File: config.mk
export PLATFORM = sky130hd
export DESIGN_NAME = alu_writeback
export DESIGN_NICKNAME = d
export VERILOG_FILES = /design/src/rtl/alu_writeback.sv
export SDC_FILE = /design/constraint.sdc
export NUM_CORES = 1
export LEC_CHECK = 0
export ABC_AREA = 1
export CORE_MARGIN = 4
export CORE_UTILIZATION = 42
export DETAILED_ROUTE_END_ITERATION = 6
export GPL_TIMING_DRIVEN = 0
export HOLD_SLACK_MARGIN = 0.1
export PLACE_DENSITY_LB_ADDON = 0.3
export SLEW_MARGIN = 15
export SYNTH_ARGS = -nofsm -noshare
export SYNTH_HDL_FRONTEND = slang
export SYNTH_SLANG_ARGS = --single-unit
File: constraint.sdc
create_clock -name clock -period 2.5 [get_ports clock]
set_clock_uncertainty 0.1 [all_clocks]
set_input_delay 0.5 -clock clock [delete_from_list [all_inputs] [get_ports clock]]
set_output_delay 0.5 -clock clock [all_outputs]
set_load 0.005 [all_outputs]
File: src/rtl/alu_writeback.sv
// alu_writeback: commit stage behind alu_core in the 8051 datapath.
//
// Takes ALU results and flags and commits them to ACC, B, PSW or internal RAM.
// It owns the architectural ACC/B/PSW registers and returns CY/AC to the ALU.
// Direct SFR writes are merged in every cycle. A RAM write is held until the
// RAM acknowledges it.
//
// Ports:
//   clock, reset        - rising-edge clock, synchronous active-high reset
//   wb_valid/wb_ready   - result handshake (no buffering while not ready)
//   wb_dest             - 00 flags only, 01 ACC, 10 ACC+B, 11 RAM
//   wb_flag_mask        - [2] CY, [1] AC, [0] OV update enables
//   wb_addr             - RAM destination address
//   op_out_1/op_out_2   - ALU primary / secondary result
//   carry_out, aux_carry_out, overflow_out - ALU flags
//   sfr_wr/sfr_addr/sfr_data - direct SFR write port
//   ram_wr_en/ram_wr_addr/ram_wr_data/ram_ack - held RAM write request
//   acc, b_reg, psw     - architectural registers
//   carry_in, aux_carry_in - psw[7], psw[6] fed back to alu_core
module alu_writeback #(
  parameter int          ADDR_W  = 8,
  parameter logic [7:0]  SFR_ACC = 8'hE0,
  parameter logic [7:0]  SFR_B   = 8'hF0,
  parameter logic [7:0]  SFR_PSW = 8'hD0
) (
  input  logic              clock,
  input  logic              reset,
  input  logic              wb_valid,
  output logic              wb_ready,
  input  logic [1:0]        wb_dest,
  input  logic [2:0]        wb_flag_mask,
  input  logic [ADDR_W-1:0] wb_addr,
  input  logic [7:0]        op_out_1,
  input  logic [7:0]        op_out_2,
  input  logic              carry_out,
  input  logic              aux_carry_out,
  input  logic              overflow_out,
  input  logic              sfr_wr,
  input  logic [7:0]        sfr_addr,
  input  logic [7:0]        sfr_data,
  output logic              ram_wr_en,
  output logic [ADDR_W-1:0] ram_wr_addr,
  output logic [7:0]        ram_wr_data,
  input  logic              ram_ack,
  output logic [7:0]        acc,
  output logic [7:0]        b_reg,
  output logic [7:0]        psw,
  output logic              carry_in,
  output logic              aux_carry_in
);

  typedef enum logic {IDLE = 1'b0, RAM_WAIT = 1'b1} state_t;

  localparam logic [1:0] DEST_NONE = 2'b00;
  localparam logic [1:0] DEST_ACC  = 2'b01;
  localparam logic [1:0] DEST_AB   = 2'b10;
  localparam logic [1:0] DEST_RAM  = 2'b11;

  state_t            state_q, state_d;
  logic [7:0]        acc_q, acc_d;
  logic [7:0]        b_q, b_d;
  logic [7:0]        psw_q, psw_d;
  logic              ram_en_q, ram_en_d;
  logic [ADDR_W-1:0] ram_addr_q, ram_addr_d;
  logic [7:0]        ram_data_q, ram_data_d;
  logic              accept;

  assign wb_ready = (state_q == IDLE);
  assign accept   = wb_valid && wb_ready;

  // FSM next state
  always_comb begin
    state_d = state_q;
    case (state_q)
      IDLE:     if (accept && wb_dest == DEST_RAM) state_d = RAM_WAIT;
      RAM_WAIT: if (ram_ack && ram_en_q)           state_d = IDLE;
      default:  state_d = IDLE;
    endcase
  end

  // Register updates. The SFR value is applied first so that the ALU value
  // overrides it on a same-register collision.
  always_comb begin
    acc_d = acc_q;
    b_d   = b_q;
    psw_d = psw_q;

    if (sfr_wr) begin
      if (sfr_addr == SFR_ACC) acc_d = sfr_data;
      if (sfr_addr == SFR_B)   b_d   = sfr_data;
      if (sfr_addr == SFR_PSW) psw_d = sfr_data;
    end

    if (accept) begin
      if (wb_dest == DEST_ACC || wb_dest == DEST_AB) acc_d = op_out_1;
      if (wb_dest == DEST_AB)                        b_d   = op_out_2;
      if (wb_flag_mask[2]) psw_d[7] = carry_out;
      if (wb_flag_mask[1]) psw_d[6] = aux_carry_out;
      if (wb_flag_mask[0]) psw_d[2] = overflow_out;
    end

    // P is never written directly; it always tracks the next ACC value.
    psw_d[0] = ^acc_d;
  end

  // RAM request: captured at accept, held until acknowledged.
  always_comb begin
    ram_en_d   = ram_en_q;
    ram_addr_d = ram_addr_q;
    ram_data_d = ram_data_q;
    if (accept && wb_dest == DEST_RAM) begin
      ram_en_d   = 1'b1;
      ram_addr_d = wb_addr;
      ram_data_d = op_out_1;
    end else if (ram_en_q && ram_ack) begin
      ram_en_d   = 1'b0;
    end
  end

  always_ff @(posedge clock) begin
    if (reset) begin
      state_q    <= IDLE;
      acc_q      <= 8'h00;
      b_q        <= 8'h00;
      psw_q      <= 8'h00;
      ram_en_q   <= 1'b0;
      ram_addr_q <= '0;
      ram_data_q <= 8'h00;
    end else begin
      state_q    <= state_d;
      acc_q      <= acc_d;
      b_q        <= b_d;
      psw_q      <= psw_d;
      ram_en_q   <= ram_en_d;
      ram_addr_q <= ram_addr_d;
      ram_data_q <= ram_data_d;
    end
  end

  assign acc          = acc_q;
  assign b_reg        = b_q;
  assign psw          = psw_q;
  assign ram_wr_en    = ram_en_q;
  assign ram_wr_addr  = ram_addr_q;
  assign ram_wr_data  = ram_data_q;
  assign carry_in     = psw_q[7];
  assign aux_carry_in = psw_q[6];

endmodule

# Yosys cells after proc, flatten, opt, wreduce, memory -nomap -nowiden
# Index checks and enable logic that the tools add are counted.
# word_totals
elab_cells	42
regBits	42
inputBits	53
# classes
n_mux	20
n_reduce_logical	7
n_bitwise	1
n_eq_ne	6
# op_table
op	n
two-way mux 8 bit	10
equality test 8 bit (second input constant)	3
two-way mux 1 bit	8
parity 8 bit	1
equality test 2 bit (second input constant)	2
logical AND 1 bit	3
equality test 2 x 1 -> 1 bit (second input constant)	1
two-way mux 2 bit	1
one-hot mux 1 bit (2 select lines)	1
AND reduction 2 bit	1
nonzero test 2 bit	1
logical OR 1 bit	1
inverter 1 bit	1

# Depth between registers and ports, before layout
# logic_depth
word_depth	6
ltp_mapped	16
ltp_nobuf	16

# Worst setup path after synthesis
# OpenSTA, ideal clock, no wires.
# synth_timing
kind	in2reg
startpoint	in wb_dest[0]
endpoint	reg psw_q[0] (netlist: psw[0])
path_buffers	1
path_slack_ns	0.499
path_stages	13
setup_ns	0.110
arrival_ns	1.792
path_cell_list	inv_1 > ha_1 > nor2_8 > inv_4 > buf_6 > nand3_1 > nand2_1 > nand2_1 > nand2_1 > xnor2_1 > nand2_1 > nand2_1 > nor2_2
# synth_between
elab_chain_len	5
word_cells_on_any_way	6
# synth_rtl
element	line	text
start: declaration	30	input logic [1:0] wb_dest,
equality test 2 x 1 -> 1 bit / equality test 2 bit (equally long branches)	95	if (wb_dest == DEST_ACC || wb_dest == DEST_AB) acc_d = op_out_1;
logical OR 1 bit (*)	95	
two-way mux 8 bit (*)	95	
two-way mux 8 bit (*)	94	if (accept) begin
parity 8 bit (*)	103	psw_d[0] = ^acc_d;
end signal: assignment	133	psw_q <= psw_d;
end: declaration	62	logic [7:0] psw_q, psw_d;
# Every way passes the cells marked *; elsewhere a longest branch is shown, timed or not.
# A chain may end at the register's enable or synchronous reset.

# Final worst setup path
# Ends and elaborated chain as after synthesis.

==> qor.yml <==
final_layout:
  multi_input_area_um2: 1120
  final_common_cell: "clkdlybuf4s50_1"
  area_growth_pct: 51.5
  num_antenna_cells: 0
  drive_gt1_frac: 0.112
  final_cell_mix: "clkdlybuf4s50_1 (95), nand2_1 (74), inv_1 (44)"
  final_area_um2: 3390
  nets: 482
  ff_latch_area_um2: 841
  final_cells: 497
  fillers: 477
timing:
  fin_crit_sh: 0.945
  setup_viol: 0
  relSlewSlack: 0.668
  worst_slack_ns: 0.137
  fmax_mhz: 423
  worst_pin_slew_ns: 0.498
  fin_hold_ws_ns: 0.364
  setup_tns_ns: 0
  hold_viol_final: 0
  rsz0062_at_grt: "no"
  period_needed_ns: 2.36
  slew_violations: 0
power:
  power.switching_uw: 436
  leakage_uw: 0.00152
  seq_power_share: 0.432
  swShare: 0.261
  power.share.clock: 0.329
  p_int_uw: 1230
  p_comb_frac: 0.238
  pwr_density_cell_nw_per_um2: 493
  ir_drop_mv: 0.363
min_path:
  hold_depth: 2
  hold_path_end: "ram_wr_addr[7]$_SDFFE_PP0P_"
  hold_path_class: "reg2reg"
  min_from: "ram_wr_addr[7]$_SDFFE_PP0P_"
clocking:
  post_cts_buffers: 0
  root_buffer: "clkbuf_8"
  clockBufferDepth: 2
  ctsResizeCount: 0
  clk_latency_ns: 0.30
  h-tree-depth: 2
  cts_inserted_buffers: 5
  cts_tree: "yes"
  hold_buffers: 0
  cts.sinks: 42
  clk_pin_slew_ns: 0.08
worst_setup_path:
  critPathLaunch: "wb_dest[0]"
  reg2reg_depth: 13
  critPathMaxFanout: 10
  r2r-end: "psw[0]$_SDFF_PP0_"
  crit_type: "in2reg"
  start_kind: "input pin"
  worstPathArrival_ns: 2.46
  r2r_slack_ns: 0.80
  cp-end-kind: "register"
  critical_path_required_ns: 2.60
  regToRegStartpoint: "state_q$_SDFF_PP0_"
detailed_routing:
  wire_per_inst_um: 13.2
  vias: 2448
  drt_pass1_iterations: 4
  drt_iter0_drc: 170
  vias_per_cell: 4.93
  drt-total-wl_mm: 6.56
  ant_nets: 0
  drc: 0
global_route:
  grt_pass1_wl_mm: 10.3
  antenna_found_initial: 0
  busiest_layer: "met2"
  gr-usage-met1: 0.248
  grt_pass1_vias: 2228
  grt_util_met3: 0.0743
  grt_use_total: 0.203
  overflow: 0
  use_met2: 0.342
  grt_max_degree: 13
yosys:
  synth_top_family_by_area: "simple AND/OR/NAND/NOR gates"
  async_flop_share: 0
  synth-main-ff-cell: "dfxtp_1"
  yosysUniqueCellTypes: 30
  syn_area_um2: 2240
  synth-compound-area-share: 0.132
  synthesis.nets: 380
  synthSimpleGateAreaFrac: 0.355
  yosys_warnings: 0
  synth_edf_count: 0
  synth_top_area_share: 0.376
  synth_xor_area_frac: 0.00391
  synth_area_leaders: "dfxtp_1 (38%), nand2_1 (12%), nand3_1 (9.4%)"
  synth_mux_area_frac: 0
  avgSynthCellArea_um2: 6.88
  synth_seq_cells: 42
  seq_area_frac_synth: 0.376
  netlist_instances: 325
  yosys.area.top_type: "dfxtp_1"
  synth_fa_ha_area_frac: 0.0112
run:
  max_cap_viol_count: 0
placement:
  dp_cells: 490
  globalplace.congestion: 0.817
  dp_hpwl_mm: 5.19
  portBuffers: 95
  placed_area_um2: 3280
  place_ws_ns: -0.153
floorplanning:
  die_h_um: 81.0
  start_util: 0.435
  io-pin-count: 97
  die_area_um2: 6560
  coreArea_um2: 5140
  die_x_um: 81.0
  num_rows: 26
status:
  status: "finished, final reports clean"
==> how the worst max path moves through the flow <==
stage	end	depth (start not counted)
2_1_floorplan	psw[0]$_SDFF_PP0_	13
3_3_place_gp	psw[0]$_SDFF_PP0_	14
3_5_place_dp	psw[0]$_SDFF_PP0_	14
4_1_cts	psw[0]$_SDFF_PP0_	14
5_1_grt	psw[0]$_SDFF_PP0_	14
6_report	psw[0]$_SDFF_PP0_	14
==> power groups by stage <==
stage	clock, uW	combinational [uW]	sequential [uW]
4_1_cts	561	401	722
3_5_place_dp	0	398	737
6_report	550	398	722
2_1_floorplan	0	193	739
3_3_place_gp	0	391	736
5_1_grt	584	442	725
==> kinds of logic after synthesis <==
kind of cell | after synthesis
and+or+nand+nor | 158
AOI/OAI and AO/OA | 56
adders and majority gates | 2
buffers and inverters | 66
DFF | 42
xor gates and xnor gates | 1
==> routing by layer <==
metal,share of wire,up-vias
li1,-,1234
met3,0.098,4
met4,0.0070,0
met1,0.43,1113
met2,0.46,97
met5,0,-
==> critical path, stage by stage <==
cell	delay, ns
clkdlybuf4s50_1	0.49
inv_1	0.05
ha_1	0.35
nor2_8	0.21
inv_4	0.08
buf_6	0.14
nand3_1	0.08
nand2_1	0.06
nand2_1	0.09
nand2_1	0.09
xnor2_1	0.16
nand2_1	0.06
nand2_1	0.07
nor2_2	0.03
==> synthesized netlist by cell type, types with 2 or more instances <==
library cell  number
o21ai_0           19
nand2_4            3
nand2_1           74
inv_2              6
nor2_4             2
dfxtp_1           42
buf_1              2
nor2_2             3
o211ai_1           6
ha_1               2
inv_1             44
nor2_1            10
nand2_2           11
a21oi_1           30
buf_2              2
nand3_1           42
buf_4              2
or2_0              4
nand3_2            5
clkbuf_1           6
==> metrics by stage <==
step	utilization	total power, uW
6_report	0.659	1670
5_1_grt	0.659	1750
4_1_cts	0.659	1680
3_5_place_dp	0.637	1140
3_3_place_gp	0.637	1130
2_1_floorplan	-	932
==> layout make-up <==
class,instances,share of cell area
Inverter,52,0.0598
Multi-Input combinational cell,217,0.331
Buffer,14,0.0210
Timing Repair Buffer,95,0.281
Tap cell,70,0.0258
Clock inverter,1,0.00886
Sequential cell,42,0.248
Clock buffer,6,0.0244
No activity file was read; power rests on OpenSTA's default activity.
